--- src/rtl/fnd_scan_decoder_if.sv ---
// Bus bundle between a multiplexed FND display source and the scan decoder.
// The master drives the segment/select lines and consumes the reconstructed frame.
interface fnd_scan_decoder_if #(
  parameter int DIGITS = 4
);
  logic [6:0]          seg_n;
  logic [DIGITS-1:0]   com_n;
  logic                clr_err;
  logic [4*DIGITS-1:0] value;
  logic [DIGITS-1:0]   blank_mask;
  logic                valid;
  logic [1:0]          err;

  modport master (
    output seg_n, com_n, clr_err,
    input  value, blank_mask, valid, err
  );

  modport slave (
    input  seg_n, com_n, clr_err,
    output value, blank_mask, valid, err
  );
endinterface

--- src/rtl/fnd_scan_decoder.sv ---
// Watches an active-low multiplexed 7-segment bus, debounces each digit dwell,
// decodes the pattern back to a nibble and publishes a frame once all digits are seen.
module fnd_scan_decoder #(
  parameter int DIGITS        = 4,
  parameter int STABLE_CYCLES = 4
) (
  input  logic               clk,
  input  logic               rst_n,
  fnd_scan_decoder_if.slave  bus
);

  localparam int IW = (DIGITS > 1) ? $clog2(DIGITS) : 1;
  localparam logic [7:0] STABLE_LIM = 8'(STABLE_CYCLES);

  typedef enum logic [1:0] {
    IDLE   = 2'd0,
    SETTLE = 2'd1,
    HELD   = 2'd2
  } state_t;

  logic [6:0]          seg_meta_reg, seg_sync_reg;
  logic [DIGITS-1:0]   com_meta_reg, com_sync_reg;

  state_t              state_reg, state_next;
  logic [7:0]          cnt_reg, cnt_next;
  logic [IW-1:0]       lat_idx_reg, lat_idx_next;
  logic [6:0]          lat_seg_reg, lat_seg_next;

  logic [3:0]          shadow_reg [DIGITS];
  logic [DIGITS-1:0]   blank_shadow_reg;
  logic [DIGITS-1:0]   seen_reg, seen_next;
  logic [4*DIGITS-1:0] shadow_flat;

  logic [4*DIGITS-1:0] value_reg;
  logic [DIGITS-1:0]   blank_mask_reg;
  logic                valid_reg;
  logic [1:0]          err_reg, err_next;

  logic [3:0]          sel_cnt;
  logic [IW-1:0]       sel_idx;
  logic                sel_single, sel_multi, same_sample;
  logic                dec_legal, dec_blank;
  logic [3:0]          dec_nib;
  logic                capture, cap_store, cap_illegal, frame_full;
  logic [DIGITS-1:0]   digit_we;

  // Two-flop synchronizers; idle level of both buses is all ones.
  always_ff @(posedge clk or negedge rst_n) begin
    if (!rst_n) begin
      seg_meta_reg <= '1;
      seg_sync_reg <= '1;
      com_meta_reg <= '1;
      com_sync_reg <= '1;
    end else begin
      seg_meta_reg <= bus.seg_n;
      seg_sync_reg <= seg_meta_reg;
      com_meta_reg <= bus.com_n;
      com_sync_reg <= com_meta_reg;
    end
  end

  always_comb begin
    sel_cnt = '0;
    sel_idx = '0;
    for (int k = 0; k < DIGITS; k++) begin
      if (!com_sync_reg[k]) begin
        sel_cnt = sel_cnt + 4'd1;
        sel_idx = IW'(k);
      end
    end
  end

  assign sel_single  = (sel_cnt == 4'd1);
  assign sel_multi   = (sel_cnt > 4'd1);
  assign same_sample = sel_single && (sel_idx == lat_idx_reg) && (seg_sync_reg == lat_seg_reg);

  always_comb begin
    dec_legal = 1'b1;
    dec_blank = 1'b0;
    dec_nib   = 4'h0;
    case (seg_sync_reg)
      7'h40: dec_nib = 4'h0;
      7'h79: dec_nib = 4'h1;
      7'h24: dec_nib = 4'h2;
      7'h30: dec_nib = 4'h3;
      7'h19: dec_nib = 4'h4;
      7'h12: dec_nib = 4'h5;
      7'h02: dec_nib = 4'h6;
      7'h58: dec_nib = 4'h7;
      7'h00: dec_nib = 4'h8;
      7'h10: dec_nib = 4'h9;
      7'h08: dec_nib = 4'hA;
      7'h03: dec_nib = 4'hB;
      7'h46: dec_nib = 4'hC;
      7'h21: dec_nib = 4'hD;
      7'h04: dec_nib = 4'hE;
      7'h0E: dec_nib = 4'hF;
      7'h7F: begin
        dec_legal = 1'b0;
        dec_blank = 1'b1;
      end
      default: dec_legal = 1'b0;
    endcase
  end

  always_ff @(posedge clk or negedge rst_n) begin
    if (!rst_n) begin
      state_reg   <= IDLE;
      cnt_reg     <= '0;
      lat_idx_reg <= '0;
      lat_seg_reg <= '1;
    end else begin
      state_reg   <= state_next;
      cnt_reg     <= cnt_next;
      lat_idx_reg <= lat_idx_next;
      lat_seg_reg <= lat_seg_next;
    end
  end

  // The counter holds the number of identical samples seen, including the current one.
  always_comb begin
    state_next   = state_reg;
    cnt_next     = cnt_reg;
    lat_idx_next = lat_idx_reg;
    lat_seg_next = lat_seg_reg;
    capture      = 1'b0;
    case (state_reg)
      IDLE: begin
        if (sel_single) begin
          state_next   = SETTLE;
          cnt_next     = 8'd1;
          lat_idx_next = sel_idx;
          lat_seg_next = seg_sync_reg;
        end
      end
      SETTLE: begin
        if (!sel_single) begin
          state_next = IDLE;
          cnt_next   = '0;
        end else if (same_sample) begin
          cnt_next = cnt_reg + 8'd1;
          if (cnt_reg + 8'd1 == STABLE_LIM) begin
            capture    = 1'b1;
            state_next = HELD;
          end
        end else begin
          cnt_next     = 8'd1;
          lat_idx_next = sel_idx;
          lat_seg_next = seg_sync_reg;
        end
      end
      HELD: begin
        if (!sel_single) begin
          state_next = IDLE;
          cnt_next   = '0;
        end else if (!same_sample) begin
          state_next   = SETTLE;
          cnt_next     = 8'd1;
          lat_idx_next = sel_idx;
          lat_seg_next = seg_sync_reg;
        end
      end
      default: begin
        state_next = IDLE;
        cnt_next   = '0;
      end
    endcase
  end

  assign cap_store   = capture && (dec_legal || dec_blank);
  assign cap_illegal = capture && !dec_legal && !dec_blank;
  assign frame_full  = &seen_reg;

  generate
    for (genvar gi = 0; gi < DIGITS; gi++) begin : g_digit
      assign digit_we[gi]          = cap_store && (sel_idx == IW'(gi));
      assign shadow_flat[4*gi +: 4] = shadow_reg[gi];
    end
  endgenerate

  always_ff @(posedge clk or negedge rst_n) begin
    if (!rst_n) begin
      for (int k = 0; k < DIGITS; k++) shadow_reg[k] <= 4'h0;
      blank_shadow_reg <= '0;
    end else begin
      for (int k = 0; k < DIGITS; k++) begin
        if (digit_we[k]) begin
          shadow_reg[k]       <= dec_blank ? 4'h0 : dec_nib;
          blank_shadow_reg[k] <= dec_blank;
        end
      end
    end
  end

  // A full seen mask is published on the following edge and the mask restarts empty.
  assign seen_next = (frame_full ? '0 : seen_reg) | digit_we;

  assign err_next[0] = (err_reg[0] & ~bus.clr_err) | cap_illegal;
  assign err_next[1] = (err_reg[1] & ~bus.clr_err) | sel_multi;

  always_ff @(posedge clk or negedge rst_n) begin
    if (!rst_n) begin
      seen_reg       <= '0;
      value_reg      <= '0;
      blank_mask_reg <= '0;
      valid_reg      <= 1'b0;
      err_reg        <= '0;
    end else begin
      seen_reg  <= seen_next;
      valid_reg <= frame_full;
      err_reg   <= err_next;
      if (frame_full) begin
        value_reg      <= shadow_flat;
        blank_mask_reg <= blank_shadow_reg;
      end
    end
  end

  assign bus.value      = value_reg;
  assign bus.blank_mask = blank_mask_reg;
  assign bus.valid      = valid_reg;
  assign bus.err        = err_reg;

endmodule

--- src/flat_wrapper.sv ---
// flat-port wrapper written by rule: the top's interface ports become plain ports
module fnd_scan_decoder_flat 
#(
  parameter int DIGITS        = 4,
  parameter int STABLE_CYCLES = 4
)
  (clk, rst_n, bus_seg_n, bus_com_n, bus_clr_err, bus_value, bus_blank_mask, bus_valid, bus_err);
  fnd_scan_decoder_if #(.DIGITS(DIGITS)) bus_i ();
  input  logic clk;
  input  logic rst_n;
  input wire logic [$bits(bus_i.seg_n)-1:0] bus_seg_n;
  input wire logic [$bits(bus_i.com_n)-1:0] bus_com_n;
  input wire logic [$bits(bus_i.clr_err)-1:0] bus_clr_err;
  output wire logic [$bits(bus_i.value)-1:0] bus_value;
  output wire logic [$bits(bus_i.blank_mask)-1:0] bus_blank_mask;
  output wire logic [$bits(bus_i.valid)-1:0] bus_valid;
  output wire logic [$bits(bus_i.err)-1:0] bus_err;
  assign bus_i.seg_n = bus_seg_n;
  assign bus_i.com_n = bus_com_n;
  assign bus_i.clr_err = bus_clr_err;
  assign bus_value = bus_i.value;
  assign bus_blank_mask = bus_i.blank_mask;
  assign bus_valid = bus_i.valid;
  assign bus_err = bus_i.err;
  fnd_scan_decoder #(.DIGITS(DIGITS), .STABLE_CYCLES(STABLE_CYCLES)) u_core (.clk(clk), .rst_n(rst_n), .bus(bus_i));
endmodule
--- config.mk ---
export PLATFORM = sky130hd
export DESIGN_NAME = fnd_scan_decoder_flat
export DESIGN_NICKNAME = d
export VERILOG_FILES = /design/src/rtl/fnd_scan_decoder_if.sv /design/src/rtl/fnd_scan_decoder.sv /design/src/flat_wrapper.sv
export SDC_FILE = /design/constraint.sdc
export NUM_CORES = 1
export LEC_CHECK = 0
export ABC_AREA = 1
export CAP_MARGIN = 40
export CORE_MARGIN = 2
export CORE_UTILIZATION = 40
export DETAILED_ROUTE_END_ITERATION = 10
export PLACE_DENSITY = 0.71
export SYNTH_ARGS = -nofsm -noshare
export SYNTH_HDL_FRONTEND = slang
export SYNTH_SLANG_ARGS = --single-unit
--- constraint.sdc ---
create_clock -name clk -period 4 [get_ports clk]
set_input_delay 0.6 -clock clk [delete_from_list [all_inputs] [get_ports clk]]
set_output_delay 0.6 -clock clk [all_outputs]
set_load 0.01 [all_outputs]
# --- Yosys cells after proc, flatten, opt, wreduce, memory -nomap -nowiden ---
# Cells that the tools add are included.
totals:
  ff_bits: 88
  latchBits: 0
  ram_bits: 0
  romBits: 0
  input_bits: 14
  output_inout_bits: 23
  elab_cells: 122
  mem_count: 0
classes:
  addsub: 4
  mul: 0
  n_div: 0
  order_cmp: 1
  n_eq_ne: 31
  shifts: 0
  n_mux: 37
  n_bitwise: 6
  reduce_logical: 22
ops:
  columns: ["op", "n"]
  rows:
  - ["$pmux 4 s15", 1]
  - ["$mux 8", 5]
  - ["$eq 7x7->1 const B", 5]
  - ["$pmux 8 s3", 1]
  - ["$mux 2", 11]
  - ["$eq 7x5->1 const B", 3]
  - ["$eq 7x6->1 const B", 3]
  - ["$mux 7", 3]
  - ["$mux 4", 5]
  - ["$reduce_or 16->1", 1]
  - ["$eq 7x2->1 const B", 2]
  - ["$eq 7x4->1 const B", 2]
  - ["$pmux 7 s2", 1]
  - ["$reduce_and 4->1", 3]
  - ["$logic_and 1x1->1", 9]
  - ["$ne 3x3->1 const B", 3]
  - ["$add 4x1->4 const B", 2]
  - ["$add 8x1->8 const B", 1]
  - ["$eq 8x3->1 const B", 1]
  - ["$mux 1", 8]
  - ["$eq 7x3->1 const B", 1]
  - ["$eq 7x7->1", 1]
  - ["$logic_not 7->1", 1]
  - ["$eq 2x2->1 const B", 3]
  - ["other kinds (19)", 25]

# --- Longest topological paths before layout ---
logic_depth:
  word_depth: 16
  mapped_depth: 18
  mapped_depth_nobuf: 17

# --- Worst setup path after synthesis ---
# No wires, ideal clock.
synth_path:
  path_kind: "reg-to-reg"
  startpoint: "register u_core.com_sync_reg[1]"
  endpoint: "register u_core.blank_shadow_reg[2]"
  setup_time_ns: 0.118
  t_arrival_ns: 2.353
  slack_ns: 1.529
  path_stages_with_launch: 17
  synth_period_minus_slack_ns: 2.471
  path_cell_list: "dfstp_2 > inv_1 > ha_1 > inv_1 > nand2_1 > nand2_1 > inv_1 > ha_1 > nor2_1 > o21bai_1 > nand2_1 > nor2_2 > nand2_1 > nor2_4 > nand4_1 > nand2_1 > nand2_1"
synth_via:
  elab_chain_len: 13
synth_lines:
  columns: ["element", "line_no", "rtl"]
  rows:
  - ["from (decl)", "fnd_scan_decoder.sv:22", "logic [DIGITS-1:0] com_meta_reg, com_sync_reg;"]
  - ["from (signal assigned)", "fnd_scan_decoder.sv:58", "com_sync_reg <= com_meta_reg;"]
  - ["$mux 4", "fnd_scan_decoder.sv:66", "if (!com_sync_reg[k]) begin"]
  - ["$add 4x1->4", "fnd_scan_decoder.sv:67", "sel_cnt = sel_cnt + 4'd1;"]
  - ["$mux 4", "fnd_scan_decoder.sv:66", null]
  - ["$add 4x1->4", "fnd_scan_decoder.sv:67", null]
  - ["$mux 4", "fnd_scan_decoder.sv:66", null]
  - ["$eq 4x1->1", "fnd_scan_decoder.sv:73", "assign sel_single = (sel_cnt == 4'd1);"]
  - ["$logic_and 1x1->1 (2 in a row)", "fnd_scan_decoder.sv:75", "assign same_sample = sel_single && (sel_idx == lat_idx_reg) && (seg_sync_reg == lat_seg_reg);"]
  - ["$mux 1", "fnd_scan_decoder.sv:140", "end else if (same_sample) begin"]
  - ["$mux 1", "fnd_scan_decoder.sv:137", "if (!sel_single) begin"]
  - ["$mux 1", "fnd_scan_decoder.sv:127", "case (state_reg)"]
  - ["$logic_and 1x1->1", "fnd_scan_decoder.sv:170", "assign cap_store = capture && (dec_legal || dec_blank);"]
  - ["$logic_and 1x1->1 *", "fnd_scan_decoder.sv:176", "assign digit_we[gi] = cap_store && (sel_idx == IW'(gi));"]
  - ["to (signal, indexed assignment)", "fnd_scan_decoder.sv:189", "blank_shadow_reg[k] <= dec_blank;"]
  - ["to (decl)", "fnd_scan_decoder.sv:30", "logic [DIGITS-1:0] blank_shadow_reg;"]
# Mark *: on every way between the ends. The rest lies on a longest branch, timed or not.
# A chain may end at the register's enable or synchronous reset.

# --- Worst setup path after layout ---
layout_path:
  startpoint: "register u_core.com_sync_reg[1]"
  endpoint: "register u_core.shadow_reg, in the netlist u_core.shadow_flat[13]"
layout_via:
  elab_chain_len: 13
layout_lines:
  columns: ["element", "line_no", "rtl"]
  rows:
  - ["$mux 4", "fnd_scan_decoder.sv:66", null]
  - ["$add 4x1->4", "fnd_scan_decoder.sv:67", null]
  - ["$mux 4", "fnd_scan_decoder.sv:66", null]
  - ["$add 4x1->4", "fnd_scan_decoder.sv:67", null]
  - ["$mux 4", "fnd_scan_decoder.sv:66", null]
  - ["$eq 4x1->1", "fnd_scan_decoder.sv:73", null]
  - ["$logic_and 1x1->1 (2 in a row)", "fnd_scan_decoder.sv:75", null]
  - ["$mux 1", "fnd_scan_decoder.sv:140", null]
  - ["$mux 1", "fnd_scan_decoder.sv:137", null]
  - ["$mux 1", "fnd_scan_decoder.sv:127", null]
  - ["$logic_and 1x1->1", "fnd_scan_decoder.sv:170", null]
  - ["$logic_and 1x1->1 *", "fnd_scan_decoder.sv:176", null]
  - ["to (signal, indexed assignment)", "fnd_scan_decoder.sv:188", "shadow_reg[k] <= dec_blank ? 4'h0 : dec_nib;"]
  - ["to (decl)", "fnd_scan_decoder.sv:29", "logic [3:0] shadow_reg [DIGITS];"]
# Marks and branches as above.

==> impl_metrics.json <==
{
  "grt_start_max_net_pins": 71,
  "start_util": 0.411,
  "grt_first_pass_wirelength_um": 14700,
  "yosys_warnings": 0,
  "ys.flop_type": "dfrtp_1",
  "slowest_stage": "nor2_2",
  "syn_inst": 534,
  "ys_async_sr_fraction": 1.00,
  "p_comb_frac": 0.235,
  "fin_crit_ns": 3.09,
  "dr.pass1.iters": 5,
  "end_kind": "flip-flop",
  "syn-num-nets": 556,
  "cts_root_buf": "clkbuf_8",
  "die_y_um": 107,
  "wl_per_cell_um": 11.6,
  "grtUsageTotal": 0.162,
  "insertion_delay_ns": 0.38,
  "synth_area_per_cell_um2": 7.95,
  "cts_made_buffers": 9,
  "viasPerCell": 4.75,
  "fmax_ghz": 0.324,
  "cpLargestDelayFamily": "simple AND/OR/NAND/NOR gates",
  "cts_resized": 0,
  "row_count": 37,
  "h-tree-depth": 3,
  "worstPathArrival_ns": 3.40,
  "cp_cell_sequence": "inv_1, ha_1, inv_1, nand2_1, nand2_1, inv_1, ha_1, nor2_1, o21bai_1, nand3_2, nor2_2, nand3_1, nor2_2, nand3_1, nand2_1",
  "top_layer": "met4",
  "io_pins": 37,
  "seq_area_frac_synth": 0.527,
  "tns_ns": 0,
  "drive_above_1_share": 0.114,
  "hpwl_um": 6020,
  "cts_hold_buf": 0,
  "syn2layout_area_growth_pct": 16.3,
  "ys_ff_latch": 88,
  "drc_errors": 0,
  "startpoint_type": "flip-flop",
  "p_clk_frac": 0.280,
  "p_sw_frac": 0.338,
  "p_per_area_nw_per_um2": 456,
  "vias": 3388,
  "cp_max_fo": 20,
  "crit_start": "u_core.com_sync_reg[1]",
  "wl_met1_um": 3860,
  "worst_slew_pin_slew_ns": 0.723,
  "clock_path_buffers": 2,
  "dr_wl_met2_um": 3970,
  "drv_slew": 0,
  "clk_pin_slew_ns": 0.09,
  "fin_nets": 595,
  "tritoncts": "yes",
  "outcome": "complete, no violations",
  "antenna_cells": 0,
  "rsz0062_at_grt": "false",
  "n_fill_cell": 963,
  "fin_skew_ns": 0.0114,
  "peakVddDrop_mv": 0.171,
  "postRouteAntennaNets": 0,
  "hp-class": "input port to asynchronous set/reset pin",
  "finalHoldViolations": 0,
  "antenna_found_initial": 0,
  "netlist_area_um2": 4250,
  "first_iter_violations": 207,
  "leakagePower_nw": 2.56,
  "fin_crit_sh": 0.772,
  "coreArea_um2": 10300,
  "seqPwrFrac": 0.485,
  "p_int_mw": 1.49,
  "routed_wirelength_um": 8290,
  "crit_path_max_incr_delay_ns": 0.58,
  "timing.slew.headroom": 0.517,
  "crit-reg2reg-launch": "u_core.com_sync_reg[1]",
  "cts_sinks": 88,
  "path_class": "flip-flop to flip-flop",
  "yosysUniqueCellTypes": 32,
  "grt_pass1_vias": 3244,
  "maxCapViolCount": 0,
  "overflow": 0,
  "crit_required_ns": 4.31,
  "gp_congestion": 0.832,
  "power_mw": 2.25,
  "cts_setup_buffers": 0,
  "die_x_um": 107,
  "die-area_um2": 11500,
  "numPortBuffers": 36,
  "synth_edf_count": 0,
  "finalSetupViolCount": 0,
  "p_sw_uw": 762,
  "wl_met3_um": 304,
  "crit_buf_inv": 3
}
==> cells in the final DEF, fill, tap and decap left out, drive strengths merged <==
cell             n
nor2            58
nor3b            1
o21ai           13
o22ai            1
clkinvlp         2
dfrtp           59
xor2             5
nor4             1
ha               8
clkinv           1
dfstp           29
nand4           14
nor3             4
xnor2            2
nand2          223
bufinv           1
o21bai           1
nand3           43
a21oi            4
clkdlybuf4s50   35
inv             57
o211ai           2
clkbuf           9
buf              3
nand3b           2
==> power by group through the flow <==
stage / combinational [mW] / sequential [mW] / clock (mW)
2_1_floorplan: 0.420 / 1.09 / 0
3_3_place_gp: 0.509 / 1.10 / 0
3_5_place_dp: 0.530 / 1.11 / 0
4_1_cts: 0.532 / 1.09 / 0.644
5_1_grt: 0.622 / 1.11 / 0.696
6_report: 0.531 / 1.09 / 0.630
==> through the flow <==
stage | instances | utilization | instance area, µm² | hold WS [ns] | setup slack (ns)
global route | 714 | 0.478 | 4940 | 0.0871 | 0.632
finish | 714 | 0.478 | 4940 | 0.0863 | 0.912
detailed placement | 698 | 0.459 | 4740 | 0.347 | 0.988
CTS | 714 | 0.478 | 4940 | 0.0887 | 0.928
floorplan | 534 | - | 4250 | 0.304 | 1.53
global placement | 697 | 0.456 | 4710 | 0.346 | 1.12
==> routing by layer <==
metal	global-route usage	vias up
li1	-	1746
met1	0.204	1577
met2	0.273	55
met3	0.0328	10
met4	0.0659	0
met5	0	-
==> cell families after synthesis <==
group | synth area share
buf+inv | 0.0642
compound gates | 0.0280
fa+ha+maj | 0.0236
xor+xnor | 0.0162
flops | 0.527
simple gates | 0.341
==> cells in the mapped netlist, types with 2 or more instances <==
library cell / number / share of area
nor3_1: 3 / 0.0035
dfstp_2: 29 / 0.18
nand3_2: 2 / 0.0047
buf_2: 2 / 0.0024
nor2_1: 54 / 0.048
a21oi_1: 4 / 0.0047
nand2_1: 221 / 0.20
inv_2: 7 / 0.0062
nor2_2: 3 / 0.0044
clkbuf_1: 4 / 0.0035
nand4_1: 14 / 0.021
nand3b_1: 2 / 0.0035
dfrtp_1: 59 / 0.35
o21ai_0: 11 / 0.013
nand3_1: 41 / 0.048
xor2_1: 5 / 0.010
o21ai_1: 2 / 0.0024
ha_1: 8 / 0.024
buf_6: 4 / 0.011
inv_1: 47 / 0.042
==> final timing paths <==
| check | end | slack, ns | cells past startpoint |
|---|---|---|---|
| setup / recovery | u_core.shadow_flat[13] | 0.91 | 15 |
| setup reg to reg | u_core.shadow_flat[13] | 0.91 | 15 |
| hold reg to reg | u_core.seg_sync_reg[5] | 0.36 | 0 |
| max in group asynchronous | u_core.seg_meta_reg[5] | 3.24 | 2 |
| hold / removal | u_core.bus.value[8] | 0.09 | 1 |
| min in group clk | u_core.seg_sync_reg[5] | 0.36 | 0 |
==> layout make-up <==
class	instances	area [µm²]	share of cell area
well taps	136	170	0.0345
multi-input cells	382	1730	0.351
inverters	54	203	0.0410
flip-flops and latches	88	2240	0.453
repair buffers	38	393	0.0796
clock buffers	9	124	0.0251
clock inverters	7	76.3	0.0155
No activity file was read; power rests on OpenSTA's default activity.
==> variant 1: new RTL, same flow settings <==
Encoding of `state_t`: now one-hot (3 bits for 3 states).
--- a/src/rtl/fnd_scan_decoder.sv
+++ b/src/rtl/fnd_scan_decoder.sv
@@ -14,6 +14,6 @@
 
-  typedef enum logic [1:0] {
-    IDLE   = 2'd0,
-    SETTLE = 2'd1,
-    HELD   = 2'd2
+  typedef enum logic [2:0] {
+    IDLE   = 3'b001,
+    SETTLE = 3'b010,
+    HELD   = 3'b100
   } state_t;
Function: same outputs for any inputs over 10 cycles, from zero or initial values and one cycle with rst_n low; not proved beyond that.
==> variant 1 against the unedited design <==
- design area rose by 2.3%
- sequential cell count rose by 1
- worst setup slack improved by 200 ps
- maximum frequency rose by 6.8%
- power fell by 7.2%
- area after synthesis rose by 2.9%
- routed wire length fell by 0.43%
- largest power group unchanged
==> variant 1: results (changes against the unedited design) <==
Global routing
  • GRT Resource Usage Total: 15.28% (-0.93 points)
  • Vias in the first global route: 3114 (-4.0%)
  • Wire length of the first global-routing pass: 14260 um (-2.9%)
  • Largest net degree at the start of global routing: 55 (-23%)

Finish
  • Layout fillers: 1037 (+7.7%)
  • Final core area utilization: 47.00% (-0.84 points)
  • Final nets: 548 (-7.9%)
  • Count of clock-net buffers in the final layout: 10 (+1)
  • Invs w/o clock: 58 (+7.4%)
  • Sequential cells: 89 (+1.1%)
  • #MultiIn Comb: 334 (-13%)
  • Share of final-layout standard cells stronger than drive strength 1: 19.25% (+7.8 points)
  • Multi-input gate share of total cell area: 35.16% (+0.043 points)
  • Footprint of the flip-flops and latches: 2265 um2 (+1.2%)
  • Number of non-clock buffers in the layout: 38 (unchanged)
  • NonClk Buf Share: 7.780% (-0.18 points)
  • Area fraction of clock buffers and clock inverters: 4.336% (+0.28 points)

Yosys
  • Cells taking the most area after synthesis: dfrtp_1, dfstp_2, nand2_1
  • Net Count, Synth: 510 (-8.3%)
  • Most numerous cell types in the synthesized netlist: nand2_1, dfrtp_1, nor2_1
  • Number of warnings printed during yosys synthesis: 0 (unchanged)
  • Ys async rst share: 100.0% (unchanged)
  • Fraction of the yosys area taken by sequential cells: 51.86% (-0.86 points)
  • Average size of a mapped cell: 8.875 um2 (+12%)
  • Number of distinct standard cells referenced by the synthesized netlist: 33 (+3.1%)

Clock network
  • Clock tree root buffer cell: clkbuf_8
  • Total number of H-tree levels: 3 (unchanged)
  • # resized after CTS: 0 (unchanged)
  • Clock insertion delay at the later pin of the skew report: 350 ps (-30 ps)

Placement
  • Pre-CTS setup slack: 1129 ps (+140.8 ps)
  • Post-detail-place hpwl: 6214 um (+3.2%)
  • GPL Wtd Cong: 0.8210 (-1.4%)
  • # placed instances: 659 (-5.6%)
  • DP Area: 4831 um2 (+2.0%)

STA
  • Transition time of the tightest slew-check pin: 474.2 ps (-249.0 ps)
  • Worst Skew: 7.921 ps (-3.501 ps)

Drt
  • Vias: 3250 (-4.1%)
  • Remaining DRCs: 0 (unchanged)
  • Detailed-route vias per instance: 4.815 (+1.5%)
  • Initial detailed-routing violation count: 154 (-26%)
  • Total wirelength of the detailed-routed design: 8252 um (-0.43%)
  • Number of iterations in the first detailed-routing pass: 4 (-1)

Setup path
  • Cells on worst reg2reg path: 16 (+1)
  • Crit Path Max Fanout: 25 (+25%)
  • Critical Path AT: 3140 ps (-260 ps)
  • Delay contributed by the slowest stage of the critical path: 550 ps (-30 ps)
  • Slowest CP cell: dfstp_2
  • Cell family contributing the most delay on the critical path: simple AND/OR/NAND/NOR gates

Power
  • Post-layout power: 2.092 mW (-7.2%)
  • Maximum VDD drop: 0.1993 mV (+17%)
  • Static leakage: 2.552 nW (-0.34%)

Run status
  • Result of the run: finished, final reports clean

Floorplan
  • Die width: 108.5 um (+1.4%)
  • Effective utilization at floorplan: 40.64% (-0.48 points)
-- variant 1: changes by cell type after synthesis, moves of 3 or more --
cell / delta
mux2_2: +20
nand2_2: +5
nand3_4: +3
ha_1: -4
xor2_1: -3
nand3_2: +3
buf_4: +5
clkbuf_1: -4
nand4_1: +15
nand2_1: -72
nand3_1: -18
-- variant 1: power by group --
group	internal, mW	switching [mW]	total [mW]
clock	0.354	0.314	0.668
combinational	0.120	0.231	0.351
sequential	1.01	0.0614	1.07
total	1.48	0.607	2.09
-- variant 1: worst paths after layout --
| path | to | startpoint | slack, ps |
|---|---|---|---|
| max | u_core.shadow_flat[11]$_DFFE_PN0P_ | u_core.com_sync_reg[1]$_DFF_PN1_ | 1110 |
| min reg2reg | u_core.seg_sync_reg[4]$_DFF_PN1_ | u_core.seg_meta_reg[4]$_DFF_PN1_ | 360 |
| max in group asynchronous | u_core.seg_sync_reg[0]$_DFF_PN1_ | rst_n | 3120 |
| min | u_core.bus.value[13]$_DFFE_PN0P_ | rst_n | 200 |
| max reg2reg | u_core.shadow_flat[11]$_DFFE_PN0P_ | u_core.com_sync_reg[1]$_DFF_PN1_ | 1110 |
| min in group clk | u_core.seg_sync_reg[4]$_DFF_PN1_ | u_core.seg_meta_reg[4]$_DFF_PN1_ | 360 |
-- variant 1: cells by family (layout without fill, tap and decap cells) --
group	Yosys count	after routing	share of synthesized area, %
muxes	20	20	5.158
adders and majority gates	4	4	1.146
AOI/OAI and AO/OA	20	20	2.378
buffers and inverters	69	112	7.679
and+or+nand+nor	288	288	31.38
DFF	89	89	51.86
xor gates and xnor gates	2	2	0.4012
-- variant 1: per-layer routing --
metal	track usage, %	vias to the layer above	wire [um]
met2	25.27	59	3976
li1	-	1652	-
met3	3.496	11	261
met4	5.220	0	120
met1	19.75	1528	3895
met5	0	-	0
==> variant 2: new RTL, same flow settings <==
Without the edit above. `DIGITS` is set to 4 in 3 places; all go to 8.
--- a/src/rtl/fnd_scan_decoder_if.sv
+++ b/src/rtl/fnd_scan_decoder_if.sv
@@ -3,3 +3,3 @@
 interface fnd_scan_decoder_if #(
-  parameter int DIGITS = 4
+  parameter int DIGITS = 8
 );
--- a/src/rtl/fnd_scan_decoder.sv
+++ b/src/rtl/fnd_scan_decoder.sv
@@ -3,3 +3,3 @@
 module fnd_scan_decoder #(
-  parameter int DIGITS        = 4,
+  parameter int DIGITS        = 8,
   parameter int STABLE_CYCLES = 4
--- a/src/flat_wrapper.sv
+++ b/src/flat_wrapper.sv
@@ -3,3 +3,3 @@
 #(
-  parameter int DIGITS        = 4,
+  parameter int DIGITS        = 8,
   parameter int STABLE_CYCLES = 4
Interface: changed (resized bus_blank_mask, bus_com_n and bus_value); port bits go from 37 to 61. The function was not compared with the original's and may differ.
==> variant 2 against the unedited design <==
- the flow now finishes with violations (setup timing)
- design area rose by 77%
- power is 76% higher
- critical path depth increased by 15
- worst setup slack worse by 920 ps
- worst hold slack got worse by 56 ps
- routed wire length increased by 81%
- area after synthesis increased by 56%
- maximum frequency shrank 23%
- cell count up 58%
- count of clock-buffer cells in the layout grew 9
- sequential cell count rose by 53
==> variant 2: results (changes against the unedited design) <==
Run status
  • Result of the run: finished with violations
  • Failing checks: setup timing

Drt
  • Detailed-route vias per instance: 4.901 (+3.3%)
  • Total wirelength of the detailed-routed design: 15030 um (+81%)
  • Initial detailed-routing violation count: 383 (+85%)

Power
  • Combinational power: 0.753 mW (+42%)
  • Maximum VDD drop: 0.3981 mV (+130%)
  • Share of power burned in registers: 40.7% (-7.8 points)
  • Internal power contribution: 2.823 mW (+89%)
  • Cell area power density: 454.4 nW/um2 (-0.44%)
  • Static leakage: 4.274 nW (+67%)

Global routing
  • Largest net degree at the start of global routing: 96 (+35%)
  • GR met2 Demand/Resource: 29.56% (+2.3 points)
  • GR Layer Usage met3: 3.870% (+0.59 points)
  • GRT Resource Usage Total: 17.52% (+1.3 points)
  • Wire length of the first global-routing pass: 24960 um (+70%)

Setup path
  • Delay contributed by the slowest stage of the critical path: 530 ps (-50 ps)
  • Endpoint of the worst-slack reg-to-reg timing path: u_core.blank_shadow_reg[1]$_DFFE_PN0P_
  • Slowest CP cell: dfstp_2
  • Start of the worst register-to-register path: u_core.com_sync_reg[0]$_DFF_PN1_
  • Worst setup path startpoint: u_core.com_sync_reg[0]$_DFF_PN1_
  • Crit Path Max Fanout: 7 (-65%)

STA
  • Normalized max-slew margin: 34.56% (-17 points)
  • Worst path setup slack after routing: -3.752 ps (-916.0 ps)
  • Accumulated negative setup slack: -3.752 ps (-3.752 ps)
  • Worst Skew: 9.001 ps (-2.420 ps)
  • Final setup viols: 1 (+1)

Clock network
  • Total number of H-tree levels: 4 (+1)
  • Clock tree root buffer cell: clkbuf_16
  • Clock transition at the registers of the reported paths: 60 ps (-30 ps)
  • Clock insertion delay at the later pin of the skew report: 430 ps (+50 ps)
  • Number of buffers created by CTS: 17 (+8)

Yosys
  • Fraction of the yosys area taken by sequential cells: 53.97% (+1.2 points)
  • Most numerous cell types in the synthesized netlist: nand2_1, dfrtp_1, inv_1
  • Cells taking the most area after synthesis: dfrtp_1, nand2_1, dfstp_2
  • Compound-Gate Fraction of Synth Area: 5.119% (+2.3 points)
  • Average size of a mapped cell: 8.342 um2 (+4.9%)
  • Number of distinct standard cells referenced by the synthesized netlist: 36 (+13%)
  • Fraction of synthesized cell area in xor and xnor cells: 2.116% (+0.49 points)
  • Net Count, Synth: 825 (+48%)

Placement
  • Post-detail-place hpwl: 9819 um (+63%)
  • Pre-CTS setup slack: -298.5 ps (-1287 ps)
  • Port Buf Inserts: 60 (+67%)
  • DP Area: 7637 um2 (+61%)

Finish
  • Final nets: 924 (+55%)
  • Filler-free cell count of the finished design: 1126 (+58%)
  • Final core area utilization: 53.30% (+5.5 points)
  • Layout fillers: 1425 (+48%)
==> variant 2: changes by cell type after synthesis, moves of 7 or more <==
cell | unedited run | this run
nand3_1 | 41 | 68
inv_1 | 47 | 70
nor2_1 | 54 | 36
o21ai_0 | 11 | 18
clkbuf_1 | 4 | 14
o21ai_1 | 2 | 34
nand4_1 | 14 | 7
dfrtp_1 | 59 | 104
nand2_1 | 221 | 302
nor3_1 | 3 | 10
xor2_1 | 5 | 13
dfstp_2 | 29 | 37
==> variant 2: area by class of cell <==
cell class              instances  area (um2)  area share (%)
clock buffers                  18       429.2           4.908
clock inverters                14       173.9           1.989
inverters                      74       280.3           3.205
multi-input cells             555        3019           34.53
flip-flops and latches        141        3575           40.88
well taps                     220       275.3           3.148
repair buffers                104       992.2           11.35
==> variant 2: what timing repair did <==
item | in CTS | in global routing
endpoints found under the setup margin | 68 | 69
pin swaps | 12 | 31
hold buffers | 0 | 0
setup buffers | 10 | 4
gates resized for setup | 31 | 61
cloned | 0 | 1
